**src/rtl/cpu_defs.sv**
```systemverilog
// cpu_defs: shared CPU constants, step controller defaults and button FSM encoding.
package cpu_defs;
   localparam int WORD_SIZE = 8;
   localparam int unsigned DEF_DEBOUNCE_CYCLES = 16;
   localparam int unsigned DEF_AUTO_PERIOD = 50000000;
   typedef enum logic [1:0] {IDLE, PRESS_WAIT, PRESSED, RELEASE_WAIT} btn_state_t;
endpackage

```
**src/rtl/sync2.sv**
```systemverilog
// sync2: two-flop synchroniser for one asynchronous input.
module sync2 (
   input  logic clk,
   input  logic rst,
   input  logic d,
   output logic q
);
   logic s1;
   always_ff @(posedge clk or posedge rst)
      if (rst) {q, s1} <= 2'b00;
      else {q, s1} <= {s1, d};
endmodule

```
**src/rtl/step_ctrl.sv**
```systemverilog
// step_ctrl: debounced manual / free-running auto step pulse generator.
// Define STEP_COUNT_EN to build the stepCount pulse counter; otherwise stepCount is tied to 0.
module step_ctrl import cpu_defs::*; #(
   parameter int unsigned DEBOUNCE_CYCLES = DEF_DEBOUNCE_CYCLES,
   parameter int unsigned AUTO_PERIOD = DEF_AUTO_PERIOD
) (
   input  logic       clk,
   input  logic       rst,
   input  logic       isAuto,
   input  logic       nextStage,
   output logic       step,
   output logic       autoMode,
   output logic [7:0] stepCount
);
   localparam logic [15:0] DLAST = 16'(DEBOUNCE_CYCLES - 1);
   localparam logic [31:0] PLAST = 32'(AUTO_PERIOD - 1);
   logic auto_s, btn, press, step_nxt;
   logic [15:0] cnt, cnt_nxt;
   logic [31:0] presc;
   btn_state_t state, state_nxt;
   sync2 u_sync_auto (.clk(clk), .rst(rst), .d(isAuto), .q(auto_s));
   sync2 u_sync_btn (.clk(clk), .rst(rst), .d(nextStage), .q(btn));
   always_ff @(posedge clk or posedge rst)
      if (rst) begin
         state <= IDLE;
         cnt <= '0;
      end else begin
         state <= state_nxt;
         cnt <= cnt_nxt;
      end
   always_comb begin
      state_nxt = state;
      cnt_nxt = cnt;
      press = 1'b0;
      case (state)
         IDLE:
            if (btn) begin
               state_nxt = PRESS_WAIT;
               cnt_nxt = '0;
            end
         PRESS_WAIT:
            if (!btn) state_nxt = IDLE;
            else if (cnt == DLAST) begin
               state_nxt = PRESSED;
               press = 1'b1;
            end else cnt_nxt = cnt + 16'd1;
         PRESSED:
            if (!btn) begin
               state_nxt = RELEASE_WAIT;
               cnt_nxt = '0;
            end
         RELEASE_WAIT:
            if (btn) state_nxt = PRESSED;
            else if (cnt == DLAST) state_nxt = IDLE;
            else cnt_nxt = cnt + 16'd1;
         default: state_nxt = IDLE;
      endcase
   end
   // The mode register gates both sources, so a tick pending when it falls is dropped.
   assign step_nxt = (autoMode ? presc == PLAST : press) && !step;
   always_ff @(posedge clk or posedge rst)
      if (rst) begin
         autoMode <= 1'b0;
         presc <= '0;
         step <= 1'b0;
      end else begin
         autoMode <= auto_s;
         presc <= (!autoMode || presc == PLAST) ? '0 : presc + 32'd1;
         step <= step_nxt;
      end
`ifdef STEP_COUNT_EN
   logic [7:0] count;
   always_ff @(posedge clk or posedge rst)
      if (rst) count <= '0;
      else if (step) count <= count + 8'd1;
   assign stepCount = count;
`else
   assign stepCount = '0;
`endif
endmodule

```
**config.mk**
```make
export PLATFORM = sky130hd
export DESIGN_NAME = step_ctrl
export DESIGN_NICKNAME = d
export VERILOG_FILES = /design/src/rtl/cpu_defs.sv /design/src/rtl/sync2.sv /design/src/rtl/step_ctrl.sv
export SDC_FILE = /design/constraint.sdc
export NUM_CORES = 1
export LEC_CHECK = 0
export BUFFER_PORTS_ARGS = -buffer_cell sky130_fd_sc_hd__buf_2
export CORE_MARGIN = 1.5
export CORE_UTILIZATION = 30
export CTS_CLUSTER_SIZE = 40
export DETAILED_ROUTE_END_ITERATION = 12
export PLACE_DENSITY = 0.47
export RECOVER_POWER = 50
export SLEW_MARGIN = 20
export SYNTH_ARGS = -nofsm -noshare
export SYNTH_HDL_FRONTEND = slang
export SYNTH_HIERARCHICAL = 1
export SYNTH_SLANG_ARGS = --single-unit
```
**constraint.sdc**
```tcl
create_clock -name clk -period 3.05 [get_ports clk]
set_input_delay 0 -clock clk [delete_from_list [all_inputs] [get_ports clk]]
set_output_delay 0 -clock clk [all_outputs]
set_load 0.01 [all_outputs]
```
# [Word level (Yosys, flattened, before mapping)]
# Index checks and enable logic that the tools add are counted.
[word_totals] regBits=56 in_bits=4 out_inout_bits=10
[classes] add_sub_neg=2 n_eq_ne=11 muxes=18 n_reduce_logical=7
[ops] operator="$mux 16" count=5
[ops] operator="$pmux 16 s4" count=1
[ops] operator="$add 32x1->32 const B" count=1
[ops] operator="$eq 32x26->1 const B" count=1
[ops] operator="$mux 32" count=1
[ops] operator="$add 16x1->16 const B" count=1
[ops] operator="$eq 16x4->1 const B" count=1
[ops] operator="$mux 2" count=6
[ops] operator="$pmux 2 s4" count=1
[ops] operator="$reduce_and 4->1" count=2
[ops] operator="$eq 2x2->1 const B" count=2
[ops] operator="$mux 1" count=4
[ops] operator="$ne 2x1->1 const B" count=2
[ops] operator="$ne 2x2->1 const B" count=2
[ops] operator="$ne 3x2->1 const B" count=1
[ops] operator="$ne 3x3->1 const B" count=1
[ops] operator="$eq 2x1->1 const B" count=1
[ops] operator="$logic_not 1->1" count=2
[ops] operator="$logic_not 2->1" count=1
[ops] operator="$logic_and 1x1->1" count=1
[ops] operator="$logic_or 1x1->1" count=1

# [Logic depth before layout (Yosys ltp)]
# Gate-level depths: netlist (run 1).
[depth] depth_word=6 depth_mapped=7 ltp_nobuf=7

# [Cells and area by module]
# The synthesis (run 1) kept the hierarchy.
[modules_own_cells] module="step_ctrl" n_inst=1 cells_per_inst=291 area_per_inst_um2=2741.4 seq_area_each_um2=1301.2
[modules_own_cells] module="sync2" n_inst=2 cells_per_inst=3 area_per_inst_um2=53.8 seq_area_each_um2=50.0

# [Worst setup path after synthesis (run 1)]
# Ideal clock, no wire load.
[synth_path] path_kind="flip-flop to flip-flop" start="register cnt[4]" end="register step" setup_ns=0.077 t_arrival_ns=1.831 required_ns=2.973 setup_slack_ns=1.141 path_stages_with_launch=6 path_buffers=0 cell_sequence="dfrtp_1 -> or4_4 -> nor4_4 -> nand2_1 -> or4b_1 -> a21oi_1"
[synth_via] elab_chain_len=6
[synth_lines] item="start: declaration" line_no="step_ctrl.sv:18" rtl="logic [15:0] cnt, cnt_nxt;"
[synth_lines] item="start signal: assignment" line_no="step_ctrl.sv:29" rtl="cnt <= cnt_nxt;"
[synth_lines] item="$eq 16x4->1" line_no="step_ctrl.sv:43" rtl="else if (cnt == DLAST) begin"
[synth_lines] item="$mux 1" line_no="step_ctrl.sv:43"
[synth_lines] item="$mux 1" line_no="step_ctrl.sv:42" rtl="if (!btn) state_nxt = IDLE;"
[synth_lines] item="$mux 1" line_no="step_ctrl.sv:35" rtl="case (state)"
[synth_lines] item="$mux 1" line_no="step_ctrl.sv:60" rtl="assign step_nxt = (autoMode ? presc == PLAST : press) && !step;"
[synth_lines] item="$logic_and 1x1->1" line_no="step_ctrl.sv:60"
[synth_lines] item="named net step_nxt" line_no="step_ctrl.sv:17" rtl="logic auto_s, btn, press, step_nxt;"
[synth_lines] item="end signal: assignment" line_no="step_ctrl.sv:69" rtl="step <= step_nxt;"
[synth_lines] item="end: declaration" line_no="step_ctrl.sv:11" rtl="output logic step,"
# The timed path passes the listed nets, and every way through them passes these cells.
# A chain may end at the register's enable or synchronous reset.

# [Worst setup path in the final report (run 1)]
[layout_path] start="register presc[11]" end="register presc[3]"
[layout_via] elab_chain_len=3
[layout_lines] item="start: declaration" line_no="step_ctrl.sv:19" rtl="logic [31:0] presc;"
[layout_lines] item="start signal: assignment" line_no="step_ctrl.sv:68" rtl="presc <= (!autoMode || presc == PLAST) ? '0 : presc + 32'd1;"
[layout_lines] item="$eq 32x26->1" line_no="step_ctrl.sv:68"
[layout_lines] item="$logic_or 1x1->1" line_no="step_ctrl.sv:68"
[layout_lines] item="$mux 32" line_no="step_ctrl.sv:68"
# No other way between the ends.

==> results of run 1 <==
flip-flops by register name (all words and copies together), names as in the netlist, named ones only:
register,count
step,1
state,1
u_sync_btn/q,1
u_sync_btn/s1,1
u_sync_auto/q,1
presc,32
cnt,16
autoMode,1
u_sync_auto/s1,1
what timing repair did:
item                                   CTS  global route
hold buffers                             3             0
buffers inserted                         0             0
resized for setup                        0             0
endpoints found under the hold margin   40             0
layer usage:
metal  vias up  wire [um]
met4         0         93
li1       1041          -
met5         -          0
met2        28       2500
met1      1017       3040
met3         7        112
worst min-delay path, cell delays in order:
cell,delay [ns]
dlygate4sd3_1,0.53
clkbuf_1,0.11
inv_1,0.08
per-stage QoR:
stage          instances  setup slack (ns)  util [%]  hold slack (ns)  power (W)
3_5_place_dp         428             0.644      32.7           -0.121   0.000840
2_1_floorplan        304              1.14         -           -0.259   0.000828
4_1_cts              439             0.607      34.0           0.0774    0.00128
6_report             439             0.641      33.9           0.0816    0.00125
5_1_grt              439             0.377      33.9            0.110    0.00132
3_3_place_gp         428             0.691      32.7           -0.123   0.000840
final timing paths:
| kind | end | slack (ns) | cells after the start | start |
|---|---|---|---|---|
| max | presc[3] | 0.64 | 6 | presc[11] |
| min | u_sync_auto/q | 0.08 | 3 | rst |
| max reg2reg | presc[3] | 0.64 | 6 | presc[11] |
| min reg2reg | u_sync_btn/q | 0.36 | 0 | u_sync_btn/s1 |
| max in group asynchronous | step | 0.91 | 4 | rst |
| min in group clk | u_sync_auto/s1 | 0.33 | 2 | isAuto |
power breakdown:
part | switching [W] | internal, W
Sequential | 0.0000114 | 0.000754
Combinational | 0.0000432 | 0.0000168
Clock | 0.000234 | 0.000186
cell usage after synthesis, types with 2 or more instances:
library cell	instances	area share, %
a21oi_1	8	1.4
a31oi_1	2	0.44
and2_1	4	0.88
and3_1	10	2.2
and4_1	5	1.5
buf_2	2	0.35
buf_4	8	2.1
clkbuf_1	7	0.92
dfrtp_1	56	49
ha_1	2	0.88
inv_1	9	1.2
nand2_1	20	2.6
nand3_1	22	3.9
nand4_1	18	4.0
nor2_1	44	5.8
nor3_1	5	0.88
nor4_1	4	0.88
nor4b_1	2	0.61
o21ai_0	2	0.35
o21ai_1	3	0.53
o22ai_1	2	0.44
or3_1	4	0.88
or4_1	2	0.53
xnor2_1	9	2.8
xor2_1	28	8.6
logic make-up after synthesis:
family | Yosys count | share of synthesized area, %
AO/OA/AOI/OAI | 24 | 5.27
XOR/XNOR | 37 | 11.4
adder cells (fa/ha/maj) | 2 | 0.878
buffers and inverters | 27 | 4.70
flip-flops | 56 | 49.2
multiplexers | 2 | 0.747
other | 1 | 0.132
AND/OR/NAND/NOR | 148 | 27.7
layout make-up:
type,count,share of cell area (%)
clock buffer,8,2.88
inverter,10,1.20
multi-input combinational,221,42.8
sequential,56,44.8
tap,129,5.16
timing repair buffer,15,3.20
==> run_results.csv, run 1 <==
group,metric,value,unit
outcome,outcome,"finished, final reports clean",
worst_setup_path,path_max_fanout,15,
global_routing,globalRouteMet1Util,18.5,%
sta,layout_worst_path_cycle_share,79.0,%
cts,tritoncts.num_buffers,5,
detailed_routing,routed-via-count,2093,
global_routing,grt_pass1_vias,2065,
finish,area_of_the_multi_input_gates,1340,um^2
sta,setup_total_negative_slack,0,ns
global_routing,grtUsageMet3,2.08,%
floorplanning,dieWidth,100,um
global_routing,grt_start_max_net_pins,36,
worst_setup_path,critPathCaptureType,"register",
finish,seq_area,1400,um^2
cts,insertion_delay,0.30,ns
floorplanning,floorplan.die_area,10100,um^2
sta,final-setup-viol-count,0,
flow_run,drv_cap,0,
worst_setup_path,critical_path_class,"register to register",
yosys,synthCells,297,
detailed_routing,wl_per_cell,13.1,um
worst_setup_path,crit_buf_inv,1,
yosys,postSynthAreaPerCell,9.59,um^2
sta,max-slew-margin-rel,8.32,%
yosys,synthFlopType,"dfrtp_1",
worst_setup_path,crit_path_cell_trace,"nor4b_1, nand4_1, or4_1, o21ai_1, buf_4, nor2_1",
detailed_routing,drt.antenna.violating_nets,0,
worst_setup_path,critical_path.startpoint_type,"register",
finish,area_growth_syn_to_layout,9.88,%
yosys,synth_enable_flop_cells,0,
detailed_routing,drt_iter0_drc,149,
global_routing,grt-busiest-layer,"met2",
yosys,proportion_of_synthesized_chip_area_in_sequential_cells,49.2,%
detailed_routing,routed_wl,5750,um
floorplanning,design.core.area,9240,um^2
detailed_routing,avgViaCountPerCell,4.77,
worst_setup_path,cell_class_contributing_the_biggest_share_of_worst_path_delay,"simple AND/OR/NAND/NOR gates",
sta,final.setup_skew,0.00855,ns
sta,timing_worst_slew_pin_value,1.37,ns
global_routing,gr-usage-all-layers,12.8,%
worst_setup_path,required,3.24,ns
worst_setup_path,crit_path_top_delay_cell,"or4_1",
cts,htreeDepth,2,
finish,layout_commonest_cell,"dfrtp_1",
cts,tritoncts,"built",
power,powerDensity,398,nW/um^2
placement,placement.io_buffers,5,
global_routing,grt_pass1_wl,10200,um
sta,post-route-min-period,2.41,ns
placement,post_dp_cell_area,3020,um^2
yosys,yosysUniqueCellTypes,44,
yosys,ys_ff_latch,56,
floorplanning,ioPinCount,14,
global_routing,groute.layer.met2.usage,19.7,%
sta,final_max_tran_viols,0,
cts,clock_pin_slew_of_the_registers_on_the_worst_case_setup_and_hold_paths,0.10,ns
finish,finish.instance_area,3130,um^2
placement,place_hpwl,3970,um
placement,final_weighted_congestion_of_routability_driven_global_placement,0.824,
sta,final-hold-violation-count,0,
detailed_routing,firstDrtPassIters,4,
yosys,syn_area,2850,um^2
floorplanning,initial_core_util,30.8,%
global_routing,grt_overflow,0,
cts,root_buffer,"clkbuf_8",
sta,max_freq,0.415,GHz
yosys,async_flop_share,100,%
finish,n_antenna_cell,0,
finish,mostFrequentLayoutCells,"56 x dfrtp_1, 44 x nor2_1, 28 x xor2_1",
cts,clock_sink_count,56,
yosys,ys_warn_count,6,
finish,fillers,962,
worst_setup_path,cp.arrival,2.60,ns
global_routing,antenna_found_initial,0,
worst_hold_path,timing.hold.worst.class,"input port to asynchronous set/reset pin",
detailed_routing,drc,0,
power,power.leakage,1.36,nW
sta,rsz_0062_raised_after_global_routing,"no",
worst_setup_path,worst_path_largest_cell_delay,0.54,ns
finish,fin_nets,315,
floorplanning,floorplan.die.height,100,um
power,vdd_ir_drop_max,198,uV
cts,cts-root-to-sink-buffers,2,
finish,ratio_of_cells_with_drive_above_1_in_the_final_layout,6.13,%
floorplanning,num_rows,35,
Note: power is estimated with default switching activity, not from simulation.
==> run 2: changes to the inputs <==
==> constraint.sdc (replaced) <==
create_clock -name clk -period 2.39 [get_ports clk]
set_input_delay 0 -clock clk [delete_from_list [all_inputs] [get_ports clk]]
set_output_delay 0 -clock clk [all_outputs]
set_load 0.01 [all_outputs]
==> run 2 against run 1 <==
Register-to-register slack worse by 0.30 ns. Critical path type unchanged. Wire length is 3.0% higher. Largest cell class unchanged. Critical path depth decreased by 1. Non-clock buffer count increased by 1. Die area unchanged. Sequential power rose by 28%. Global-route usage rose by 0.063 points.
==> run_results.csv, run 2 (synthesis gave the netlist of run 1 again) <==
group,metric,value,unit
outcome,outcome,"finished, final reports clean",
cts,cts-root-to-sink-buffers,2,
sta,setup_slack,0.337,ns
placement,final_weighted_congestion_of_routability_driven_global_placement,0.810,
floorplanning,initial_core_util,30.8,%
finish,ratio_of_cells_with_drive_above_1_in_the_final_layout,6.11,%
worst_setup_path,worstRegToRegCells,5,
worst_setup_path,worst_setup_path_endpoint,"step",
finish,area_growth_syn_to_layout,10.0,%
cts,buffers_inserted_by_post_cts_timing_repair,0,
power,share_comb_of_total_power,4.9,%
placement,place_hpwl,4020,um
detailed_routing,drt_iter0_drc,181,
worst_hold_path,timing.hold.worst.class,"input port to asynchronous set/reset pin",
global_routing,antenna_found_initial,0,
floorplanning,dieWidth,100,um
global_routing,grt-busiest-layer,"met2",
cts,postCtsResizedCells,0,
power,powerDensity,509,nW/um^2
finish,largest_register_ff_count,32,
placement,placement.io_buffers,5,
power,cellInternalPower,0.00122,W
cts,clock_sink_count,56,
finish,fin_util,33.9,%
power,clockPowerShare,33.9,%
cts,insertion_delay,0.31,ns
worst_setup_path,path_max_fanout,6,
floorplanning,design.core.area,9240,um^2
cts,root_buffer,"clkbuf_8",
cts,tritoncts,"built",
worst_setup_path,worst_setup_path_startpoint,"cnt[4]",
global_routing,globalRouteMet1Util,19.2,%
global_routing,grt_start_max_net_pins,27,
worst_setup_path,capturing_point_of_the_worst_reg2reg_path,"step",
finish,n_antenna_cell,0,
finish,mostFrequentLayoutCells,"56 x dfrtp_1, 44 x nor2_1, 28 x xor2_1",
sta,max_freq,0.487,GHz
power,power.leakage,1.36,nW
floorplanning,num_rows,35,
sta,rsz_0062_raised_after_global_routing,"no",
detailed_routing,drt.antenna.violating_nets,0,
global_routing,grtUsageMet3,1.94,%
sta,final-hold-violation-count,0,
detailed_routing,avgViaCountPerCell,4.73,
detailed_routing,routed_wl,5920,um
finish,biggestRegsByFlops,"presc (32), cnt (16)",
finish,layout_commonest_cell,"dfrtp_1",
worst_setup_path,required,2.63,ns
sta,final-setup-viol-count,0,
cts,htreeDepth,2,
flow_run,drv_cap,0,
worst_setup_path,critical_path.startpoint_type,"register",
floorplanning,floorplan.die_area,10100,um^2
detailed_routing,wl_per_cell,13.5,um
cts,tritoncts.num_buffers,5,
global_routing,gr-usage-all-layers,12.8,%
detailed_routing,drc,0,
sta,max-slew-margin-rel,34.7,%
finish,fillers,972,
global_routing,grt_pass1_vias,2009,
power,finalPower,0.00159,W
finish,largest_register,"presc",
cts,clock_pin_slew_of_the_registers_on_the_worst_case_setup_and_hold_paths,0.10,ns
sta,timing_worst_slew_pin_value,0.978,ns
global_routing,grt_pass1_wl,10300,um
worst_setup_path,r2r_slack,0.34,ns
worst_setup_path,cp.arrival,2.30,ns
worst_setup_path,critPathCaptureType,"register",
finish,fin_nets,316,
global_routing,grt_overflow,0,
sta,final.setup_skew,0.0103,ns
worst_setup_path,critical_path.reg2reg.startpoint,"cnt[4]",
power,vdd_ir_drop_max,290,uV
power,switching_power,0.000373,W
placement,preCtsSetupSlack,0.329,ns
global_routing,groute.layer.met2.usage,19.3,%
detailed_routing,routed-via-count,2081,
sta,post-route-min-period,2.05,ns
sta,final_max_tran_viols,0,
sta,setup_total_negative_slack,0,ns
detailed_routing,firstDrtPassIters,4,
worst_setup_path,critical_path_class,"register to register",
floorplanning,floorplan.die.height,100,um
floorplanning,ioPinCount,14,
sta,layout_worst_path_cycle_share,85.9,%
power,switching_share,23.4,%
power,power_frac_seq,61.2,%
[run 2: cell count changes in the layout (fill, tap and decap cells not counted)]
cell / delta
clkbuf_1: +1
[run 2: metrics by stage]
stage	instance area, um^2	cells	hold slack, ns
finish	3130	440	0.0847
global route	3130	440	0.110
CTS	3150	440	0.0816
detailed placement	3030	429	-0.121
global placement	3030	429	-0.123
floorplan	2880	304	-0.259
[run 2: repair_timing]
item / CTS / global route
hold endpoints to repair: 30 / 0
hold buffers: 3 / 0
setup endpoints to repair: 0 / 0
[run 2: worst min path at each step]
stage,start,end,slack [ns],depth (start not counted)
floorplan,rst,u_sync_auto/q,-0.26,1
global placement,rst,u_sync_auto/s1,-0.12,2
detailed placement,rst,u_sync_auto/s1,-0.12,2
CTS,rst,u_sync_btn/s1,0.08,3
global route,rst,u_sync_auto/q,0.11,3
finish,rst,u_sync_auto/s1,0.08,3
[run 2: worst max-delay path: stages, from the launching register on]
cell,delay (ns)
dfrtp_1,0.44
or4_4,0.56
nor4_4,0.20
nand2_1,0.13
or4b_1,0.51
a21oi_1,0.15
[run 2: per-layer routing]
layer | vias up | share of wire [%]
met5 | - | 0
li1 | 1043 | -
met4 | 0 | 1.3
met2 | 25 | 45
met1 | 1008 | 52
met3 | 5 | 2.0
[run 2: power groups by stage]
stage                     combinational (W)  sequential, W  clock, W
after floorplan                   0.0000663       0.000990         0
final                             0.0000779       0.000977  0.000540
after global routing              0.0000912       0.000980  0.000590
after detailed placement          0.0000792       0.000996         0
after CTS                         0.0000832       0.000977  0.000566
after global placement            0.0000780       0.000995         0
[run 2: area by class of cell]
cell class              count  area [um^2]  area share (%)
multi-input cells         221         1340            42.8
repair buffers             16          104            3.31
well taps                 129          161            5.15
inverters                  10         37.5            1.20
clock buffers               8         90.1            2.87
flip-flops and latches     56         1400            44.7
